[src/rtl/vga_pattern_gen_if.sv]
// External pixel stream handshake between a pixel source and the pattern generator.
interface vga_pattern_gen_if;
  logic [23:0] pix_data;
  logic        pix_valid;
  logic        pix_ready;

  // Pixel source side (e.g. frame-buffer FIFO)
  modport master (
    output pix_data,
    output pix_valid,
    input  pix_ready
  );

  // Generator side
  modport slave (
    input  pix_data,
    input  pix_valid,
    output pix_ready
  );
endinterface

[src/rtl/vga_pattern_gen.sv]
// VGA/LCD timing generator with grid, colour-bar, solid and external-stream pixel sources.
// All video outputs are registered and reflect the counter state of the previous cycle.
module vga_pattern_gen #(
  parameter int unsigned HDISP         = 800,
  parameter int unsigned VDISP         = 480,
  parameter int unsigned HFP           = 40,
  parameter int unsigned HPULSE        = 48,
  parameter int unsigned HBP           = 40,
  parameter int unsigned VFP           = 13,
  parameter int unsigned VPULSE        = 3,
  parameter int unsigned VBP           = 29,
  parameter bit          HS_POL        = 1'b0,
  parameter bit          VS_POL        = 1'b0,
  parameter int unsigned GRID_LOG2     = 4,
  parameter logic [23:0] UNDERFLOW_RGB = 24'hFF00FF,
  localparam int unsigned XW           = $clog2(HDISP),
  localparam int unsigned YW           = $clog2(VDISP)
) (
  input  logic                pixel_clk,
  input  logic                pixel_rst,
  input  logic [1:0]          mode,
  input  logic [23:0]         solid_rgb,
  vga_pattern_gen_if.slave    pix,
  input  logic                clr_underflow,
  output logic                video_clk,
  output logic                video_hs,
  output logic                video_vs,
  output logic                video_blank,
  output logic [23:0]         video_rgb,
  output logic [XW-1:0]       x_pos,
  output logic [YW-1:0]       y_pos,
  output logic                frame_start,
  output logic                underflow
);

  localparam int unsigned HAS   = HFP + HPULSE + HBP;
  localparam int unsigned VAS   = VFP + VPULSE + VBP;
  localparam int unsigned HTOT  = HAS + HDISP;
  localparam int unsigned VTOT  = VAS + VDISP;
  localparam int unsigned HW    = $clog2(HTOT);
  localparam int unsigned VW    = $clog2(VTOT);
  localparam int unsigned BAR_W = HDISP / 8;

  logic [HW-1:0] hcnt;
  logic [VW-1:0] vcnt;
  logic [1:0]    mode_q;

  logic          end_line;
  logic          end_frame;
  logic          active;
  logic          hs_sync;
  logic          vs_sync;
  logic [XW-1:0] x_c;
  logic [YW-1:0] y_c;
  logic          grid_on;
  logic [2:0]    bar_idx;
  logic [23:0]   rgb_c;
  logic          starve;

  function automatic logic [23:0] bar_colour(input logic [2:0] idx);
    case (idx)
      3'd0:    return 24'hFFFFFF;
      3'd1:    return 24'hFFFF00;
      3'd2:    return 24'h00FFFF;
      3'd3:    return 24'h00FF00;
      3'd4:    return 24'hFF00FF;
      3'd5:    return 24'hFF0000;
      3'd6:    return 24'h0000FF;
      default: return 24'h000000;
    endcase
  endfunction

  assign video_clk = pixel_clk;

  assign end_line  = (hcnt == HW'(HTOT - 1));
  assign end_frame = end_line && (vcnt == VW'(VTOT - 1));
  assign active    = (hcnt >= HW'(HAS)) && (vcnt >= VW'(VAS));
  assign hs_sync   = (hcnt >= HW'(HFP)) && (hcnt < HW'(HFP + HPULSE));
  assign vs_sync   = (vcnt >= VW'(VFP)) && (vcnt < VW'(VFP + VPULSE));
  assign x_c       = XW'(hcnt - HW'(HAS));
  assign y_c       = YW'(vcnt - VW'(VAS));
  assign grid_on   = (&x_c[GRID_LOG2-1:0]) || (&y_c[GRID_LOG2-1:0]);

  // Stream handshake is driven straight from the counters so the source sees it in the consuming cycle
  assign pix.pix_ready = (mode_q == 2'd3) && active;
  assign starve        = pix.pix_ready && !pix.pix_valid;

  // Raster counters; the pixel source is only switched at the frame boundary
  always_ff @(posedge pixel_clk or posedge pixel_rst) begin
    if (pixel_rst) begin
      hcnt   <= '0;
      vcnt   <= '0;
      mode_q <= 2'd0;
    end else if (end_line) begin
      hcnt <= '0;
      if (end_frame) begin
        vcnt   <= '0;
        mode_q <= mode;
      end else begin
        vcnt <= vcnt + VW'(1);
      end
    end else begin
      hcnt <= hcnt + HW'(1);
    end
  end

  // Colour bar index: last bar absorbs any remainder of HDISP/8
  always_comb begin
    bar_idx = 3'd0;
    for (int unsigned i = 1; i < 8; i++) begin
      if (32'(x_c) >= i * BAR_W) bar_idx = 3'(i);
    end
  end

  // Pixel colour for the current counter position
  always_comb begin
    rgb_c = 24'h000000;
    if (active) begin
      case (mode_q)
        2'd0:    rgb_c = grid_on ? 24'hFFFFFF : 24'h000000;
        2'd1:    rgb_c = bar_colour(bar_idx);
        2'd2:    rgb_c = solid_rgb;
        default: rgb_c = pix.pix_valid ? pix.pix_data : UNDERFLOW_RGB;
      endcase
    end
  end

  // Registered video outputs, one cycle behind the counters
  always_ff @(posedge pixel_clk or posedge pixel_rst) begin
    if (pixel_rst) begin
      video_hs    <= ~HS_POL;
      video_vs    <= ~VS_POL;
      video_blank <= 1'b0;
      video_rgb   <= 24'h000000;
      x_pos       <= '0;
      y_pos       <= '0;
      frame_start <= 1'b0;
    end else begin
      video_hs    <= hs_sync ? HS_POL : ~HS_POL;
      video_vs    <= vs_sync ? VS_POL : ~VS_POL;
      video_blank <= active;
      video_rgb   <= rgb_c;
      x_pos       <= active ? x_c : '0;
      y_pos       <= active ? y_c : '0;
      frame_start <= active && (x_c == '0) && (y_c == '0);
    end
  end

  // Sticky starvation flag; a new starvation beats a simultaneous clear
  always_ff @(posedge pixel_clk or posedge pixel_rst) begin
    if (pixel_rst) begin
      underflow <= 1'b0;
    end else if (starve) begin
      underflow <= 1'b1;
    end else if (clr_underflow) begin
      underflow <= 1'b0;
    end
  end

endmodule

[src/flat_wrapper.sv]
// flat-port wrapper written by rule: the top's interface ports become plain ports
module vga_pattern_gen_flat 
#(
  parameter int unsigned HDISP         = 800,
  parameter int unsigned VDISP         = 480,
  parameter int unsigned HFP           = 40,
  parameter int unsigned HPULSE        = 48,
  parameter int unsigned HBP           = 40,
  parameter int unsigned VFP           = 13,
  parameter int unsigned VPULSE        = 3,
  parameter int unsigned VBP           = 29,
  parameter bit          HS_POL        = 1'b0,
  parameter bit          VS_POL        = 1'b0,
  parameter int unsigned GRID_LOG2     = 4,
  parameter logic [23:0] UNDERFLOW_RGB = 24'hFF00FF,
  localparam int unsigned XW           = $clog2(HDISP),
  localparam int unsigned YW           = $clog2(VDISP)
)
  (pixel_clk, pixel_rst, mode, solid_rgb, clr_underflow, video_clk, video_hs, video_vs, video_blank, video_rgb, x_pos, y_pos, frame_start, underflow, pix_pix_data, pix_pix_valid, pix_pix_ready);
  vga_pattern_gen_if pix_i ();
  input  logic pixel_clk;
  input  logic pixel_rst;
  input  logic [1:0] mode;
  input  logic [23:0] solid_rgb;
  input  logic clr_underflow;
  output logic video_clk;
  output logic video_hs;
  output logic video_vs;
  output logic video_blank;
  output logic [23:0] video_rgb;
  output logic [XW-1:0] x_pos;
  output logic [YW-1:0] y_pos;
  output logic frame_start;
  output logic underflow;
  input wire logic [$bits(pix_i.pix_data)-1:0] pix_pix_data;
  input wire logic [$bits(pix_i.pix_valid)-1:0] pix_pix_valid;
  output wire logic [$bits(pix_i.pix_ready)-1:0] pix_pix_ready;
  assign pix_i.pix_data = pix_pix_data;
  assign pix_i.pix_valid = pix_pix_valid;
  assign pix_pix_ready = pix_i.pix_ready;
  vga_pattern_gen #(.HDISP(HDISP), .VDISP(VDISP), .HFP(HFP), .HPULSE(HPULSE), .HBP(HBP), .VFP(VFP), .VPULSE(VPULSE), .VBP(VBP), .HS_POL(HS_POL), .VS_POL(VS_POL), .GRID_LOG2(GRID_LOG2), .UNDERFLOW_RGB(UNDERFLOW_RGB)) u_core (.pixel_clk(pixel_clk), .pixel_rst(pixel_rst), .mode(mode), .solid_rgb(solid_rgb), .pix(pix_i), .clr_underflow(clr_underflow), .video_clk(video_clk), .video_hs(video_hs), .video_vs(video_vs), .video_blank(video_blank), .video_rgb(video_rgb), .x_pos(x_pos), .y_pos(y_pos), .frame_start(frame_start), .underflow(underflow));
endmodule
[config.mk]
export PLATFORM = sky130hd
export DESIGN_NAME = vga_pattern_gen_flat
export DESIGN_NICKNAME = d
export VERILOG_FILES = /design/src/rtl/vga_pattern_gen_if.sv /design/src/rtl/vga_pattern_gen.sv /design/src/flat_wrapper.sv
export SDC_FILE = /design/constraint.sdc
export NUM_CORES = 1
export LEC_CHECK = 0
export ABC_CLOCK_PERIOD_IN_PS = 3200
export BUFFER_PORTS_ARGS = -buffer_cell sky130_fd_sc_hd__buf_2
export CAP_MARGIN = 20
export CORE_UTILIZATION = 50
export DETAILED_ROUTE_END_ITERATION = 7
export PLACE_DENSITY = 0.85
export SLEW_MARGIN = 20
export SYNTH_ARGS = -nofsm -noshare
export SYNTH_HDL_FRONTEND = slang
export SYNTH_SLANG_ARGS = --single-unit
[constraint.sdc]
create_clock -name pixel_clk -period 3.2 [get_ports pixel_clk]
set_input_delay 0.64 -clock pixel_clk [delete_from_list [all_inputs] [get_ports pixel_clk]]
set_output_delay 0.64 -clock pixel_clk [all_outputs]
set_load 0.01 [all_outputs]
Word level (Yosys, flattened, before mapping)
Cells that the tools add are included.

word-level totals
  output and inout bits = 50
  logic and storage cells = 77
  bits in registers = 70
  bits of input ports = 54

cells by class
  reduce and logical (&&, ||, !) cells = 18
  magnitude comparators = 13
  equal/unequal tests = 11
  mux-type cells = 20
  add/sub/neg operators = 4

operator list
  cell                   count
  $pmux 24 s7            1
  $mux 24                3
  $pmux 24 s3            1
  $ge 10x9->1 const B    3
  $mux 10                3
  $add 10x1->10 const B  2
  $eq 10x10->1 const B   2
  $ge 10x10->1 const B   2
  $ge 10x6->1 const B    2
  $ge 10x8->1 const B    2
  $mux 3                 4
  $ge 10x4->1 const B    1
  $ge 10x7->1 const B    1
  $logic_not 10->1       1
  $lt 10x5->1 const B    1
  $lt 10x7->1 const B    1
  $sub 10x8->10 const B  1
  $eq 3x3->1 const B     3
  $logic_not 9->1        1
  $mux 9                 1
  $sub 9x6->9 const B    1
  $logic_and 1x1->1      8
  $reduce_and 4->1       2
  $eq 3x2->1 const B     2
  other kinds (11)       17

Depth between registers and ports, before layout
Gate-level depths: netlist (run 1).

  word-level depth = 13
  depth in mapped cells = 11

==> impl_metrics.toml, run 1 <==
[status]
run_status = "complete, no violations"

[timing]
fin_ws_ps = 374
period_needed_ps = 2830
setup_viol = 0
max_freq_mhz = 354
skew_ps = 9.69
grt_setup_unrepaired = "no"
setup-tns-final_ps = 0
post-route-period-util_pct = 88.3
hold_violations = 0
max-slew-margin-rel_pct = 54.4
drv_slew = 0
fin_hold_ws_ps = 292
tightest_slew_ps = 683

[placed_design]
place_area_um2 = 4080
portBuffers = 103
post-place-ws_ps = 821
gp_congestion = 0.953
post-dp-hpwl_um = 5770

[synth]
synth.top_cell.area_share_pct = 47.9
netlist_instances = 358
netlist_area_um2 = 3550
ys_warn_count = 0
ys_seq_area_share_pct = 49.4
yosysUniqueCellTypes = 60
syn-num-nets = 423
netlist_top_cells_count = "dfrtp_1, nand2_1, nor2_1"
avgSynthCellArea_um2 = 9.92
synth_top_area_cell = "dfrtp_1"
netlist_top_cells_area = "dfrtp_1, nand2_1, o21ai_0"
synth_most_common_cell = "dfrtp_1"
synth_ff_type = "dfrtp_1"
ys_seq_elements = 70
async_reset_ff_share_pct = 100
synth_edf_count = 0

[grt]
grt_overflow = 0
antenna_found_initial = 0
gr-usage-all-layers_pct = 23.4
grt_start_max_net_pins = 41
grt_pass1_wl_um = 13300
grt_pass1_vias = 2884

[critical_path]
critPathMaxFanout = 10
cp.arrival_ps = 2190
path_cells = "inv_1, ha_1, nand2b_1, nand4_1, a31o_1, nor2_1, buf_2"
cp_slowest_cell = "dfrtp_1"
cp.buffers_inverters = 2
worstPathRequired_ps = 2560
startpoint_type = "flop"
cp-end-kind = "output port"
cpPeakStageDelay_ps = 500
crit_family = "flip-flops"
critPathKind = "reg -> out"

[clock_tree]
cts_tree = "yes"
cts_resized = 0
clock_latency_ps = 450
clkTransAtPathRegs_ps = 80
post_cts_buffers = 0
ctsHoldBuffers = 0

[floorplan]
die_x_um = 86.3
fp-row-count = 30
die_y_um = 86.3
core_um2 = 6830
dieArea_um2 = 7440
io_pins = 104
initial_core_util_pct = 52.0

[worst_hold_path]
hold_class = "in -> async"

[routing]
drt_wl_total_um = 8340
drc_errors = 0
ant_nets = 0
via_per_inst = 5.47
wire_per_inst_um = 15.2
firstDrtPassIters = 4
vias = 3010
first_iter_violations = 177

[finish]
finish.instance_area_um2 = 4290
nets = 514
layout-area-overhead-vs-synth_pct = 20.7
drive_above_1_share_pct = 32.6
n_antenna_cell = 0

[power]
power_density_nw_per_um2 = 399
peakVddDrop_mv = 0.203
leakagePower_nw = 2.17

[job]
max_cap_violations = 0
## cell families (layout without fill, tap and decap cells)
family	Yosys count	count (layout)	synth area share [%]
compound gates	88	88	17.4
xor+xnor	20	20	5.14
fa+ha+maj	11	11	3.88
buf+inv	41	137	5.32
flops	70	70	49.4
mux	3	3	1.13
simple gates	125	125	17.7
## layer usage
layer / track usage, % / vias up / routed length [µm]
met1: 29.3 / 1435 / 3540
met4: 11.8 / 0 / 126
li1: - / 1429 / -
met5: 0 / - / 0
met2: 38.8 / 134 / 4090
met3: 4.67 / 12 / 583
## state kept, by name, indices dropped and copies added, names as in the netlist
register and count:
u_core.video_rgb 24, u_core.hcnt 10, u_core.vcnt 10, u_core.x_pos 10, u_core.y_pos 9, u_core.mode_q 2, u_core.frame_start 1, u_core.underflow 1
u_core.video_blank 1, u_core.video_hs 1, u_core.video_vs 1
## cell usage in the layout (no fill, tap or decap), types with 10 or more instances in the layout
cell	count
o21ai_0	29
nand2_1	40
a31oi_1	16
clkbuf_8	13
dfrtp_1	68
nand3_1	11
a21oi_1	11
xnor2_1	10
nor2_1	33
buf_2	103
ha_1	11
## power by group
group / switching [mW] / total (mW) / internal, mW
clock network: 0.348 / 0.735 / 0.387
logic: 0.0532 / 0.0881 / 0.0349
registers: 0.00113 / 0.887 / 0.886
total: 0.402 / 1.71 / 1.31
## area by class of cell
class | instances | area, µm²
fill | 571 | 2540
sequential | 70 | 1750
multi-input combinational | 247 | 1610
timing repair buffer | 105 | 546
clock buffer | 16 | 191
tap | 96 | 120
inverter | 12 | 45.0
clock inverter | 4 | 22.5
## final timing paths
kind	start	end	slack, ps	cells after the start
hold / removal	pixel_rst	u_core.video_blank	290	2
max in group asynchronous	pixel_rst	u_core.video_rgb[15]	2270	3
hold reg to reg	u_core.hcnt[0]	u_core.hcnt[0]	530	1
min in group pixel_clk	clr_underflow	u_core.underflow	390	2
setup / recovery	u_core.vcnt[0]	pix_pix_ready	370	7
setup reg to reg	u_core.hcnt[7]	u_core.video_rgb[21]	780	7
## through the flow
stage          instances  util [%]  power [mW]
6_report             550      62.7        1.71
2_1_floorplan        358         -       0.972
3_5_place_dp         531      59.7        1.01
4_1_cts              550      62.7        1.73
3_3_place_gp         531      59.7        1.01
5_1_grt              550      62.7        1.78
(Power assumes the default switching activity.)
==> inputs of run 2 (changes only) <==
--- a/config.mk
+++ b/config.mk
@@ -5,7 +5,7 @@
 export SDC_FILE = /design/constraint.sdc
 export NUM_CORES = 1
 export LEC_CHECK = 0
-export ABC_CLOCK_PERIOD_IN_PS = 3200
+export ABC_CLOCK_PERIOD_IN_PS = 3100
 export BUFFER_PORTS_ARGS = -buffer_cell sky130_fd_sc_hd__buf_2
 export CAP_MARGIN = 20
 export CORE_UTILIZATION = 50
==> constraint.sdc (replaced) <==
create_clock -name pixel_clk -period 3.1 [get_ports pixel_clk]
set_input_delay 0.62 -clock pixel_clk [delete_from_list [all_inputs] [get_ports pixel_clk]]
set_output_delay 0.62 -clock pixel_clk [all_outputs]
set_load 0.01 [all_outputs]
==> run 2 against run 1 <==
Net effect:
- critical path depth unchanged
- total power up 12%
- setup slack worse by 64 ps
- critical endpoint unchanged
- combinational power up 5.1%
- highest routed layer unchanged
==> impl_metrics.toml, run 2 (same netlist as run 1, synthesis figures left out) <==
[finish]
largest_reg_flops = 24
final_common_cell = "buf_2"
nets = 516
final_core_util_pct = 63.6
num-fill-cells = 582
drive_above_1_share_pct = 33.1
mostFrequentLayoutCells = "buf_2, dfrtp_1, nand2_1, nor2_1, o21ai_0"
layout-area-overhead-vs-synth_pct = 22.4
regMostFlops = "u_core.video_rgb"
n_antenna_cell = 0

[floorplan]
initial_core_util_pct = 52.0
core_um2 = 6830
fp-row-count = 30
die_y_um = 86.3
die_x_um = 86.3
io_pins = 104
dieArea_um2 = 7440

[job]
max_cap_violations = 0

[critical_path]
r2r-start = "u_core.hcnt[7]"
cp.arrival_ps = 2170
startpoint_type = "flop"
critPathKind = "reg -> out"
reg2reg_depth = 7
critPathMaxFanout = 10
rrSetupSlack_ps = 720
rr_endpoint = "u_core.video_rgb[21]"
cp-end-kind = "output port"
worstPathRequired_ps = 2480

[routing]
wire_per_inst_um = 15.2
via_per_inst = 5.52
first_iter_violations = 190
ant_nets = 0
firstDrtPassIters = 4
drt_wl_total_um = 8380
vias = 3049
drc_errors = 0

[clock_tree]
cts_resized = 0
cts_tree = "yes"
clock_latency_ps = 450
ctsHoldBuffers = 0
post_cts_buffers = 0
clkTransAtPathRegs_ps = 70

[power]
leakagePower_nw = 2.20
peakVddDrop_mv = 0.334
power_density_nw_per_um2 = 440

[grt]
antenna_found_initial = 0
grt_overflow = 0
grt_pass1_wl_um = 13600
grt_pass1_vias = 2852
grt_start_max_net_pins = 40
gr-usage-all-layers_pct = 23.6

[timing]
post-route-period-util_pct = 90.0
hold_violations = 0
tightest_slew_ps = 686
max-slew-margin-rel_pct = 54.2
setup-tns-final_ps = 0
max_freq_mhz = 358
grt_setup_unrepaired = "no"
setup_viol = 0
drv_slew = 0
skew_ps = 10.1
period_needed_ps = 2790

[worst_hold_path]
hold_class = "in -> async"

[placed_design]
post-dp-hpwl_um = 5780
gp_congestion = 0.941
portBuffers = 103

[status]
run_status = "complete, no violations"
[run 2: changes by cell type in the layout (fill, tap and decap cells not counted), sizes merged]
cell    previous run  this run
buf              106       108
bufinv             0         2
clkbuf            15        13
[run 2: how the worst max path moves through the flow]
| stage | to | start |
|---|---|---|
| global placement | video_clk | pixel_clk |
| floorplan | pix_pix_ready | u_core.vcnt[0] |
| detailed placement | u_core.video_rgb[20] | u_core.hcnt[7] |
| finish | pix_pix_ready | u_core.vcnt[0] |
| CTS | pix_pix_ready | u_core.vcnt[0] |
| global route | pix_pix_ready | u_core.vcnt[0] |
[run 2: final cells by class]
class	instances	area (µm²)	share of cell area, %
sequential	70	1750	40.3
multi-input combinational	247	1610	37.0
timing repair buffer	107	561	12.9
clock buffer	14	174	4.00
tap	96	120	2.76
clock inverter	6	86.3	1.99
inverter	12	45.0	1.04
[run 2: metal layers]
metal,wire [µm],GRT usage (%),vias up
met3,728,8.10,17
met4,127,6.82,0
met1,3490,31.2,1440
li1,-,-,1439
met2,4030,36.9,153
met5,0,0,-
[run 2: report_power, final]
group | total [mW] | leakage, nW | switching, mW | internal [mW]
clock | 0.904 | 0.132 | 0.362 | 0.542
combinational | 0.0926 | 1.12 | 0.0558 | 0.0369
sequential | 0.915 | 0.952 | 0.00113 | 0.914
[run 2: worst max-delay path, stage by stage (launching register included)]
cell and delay, ps:
dfrtp_1 500, inv_1 140, ha_1 310, nand2b_1 150
nand4_1 100, a31o_1 250, nor2_1 120, buf_2 150
[run 2: through the flow]
stage	total power [mW]	cells	setup WS, ps	hold slack (ps)	instance area [µm²]
final	1.91	552	310	273	4350
after global routing	1.98	552	180	321	4350
after CTS	1.93	552	329	292	4350
after detailed placement	1.04	533	772	513	4090
after global placement	1.04	533	815	492	4090
after floorplan	1.00	358	671	474	3550
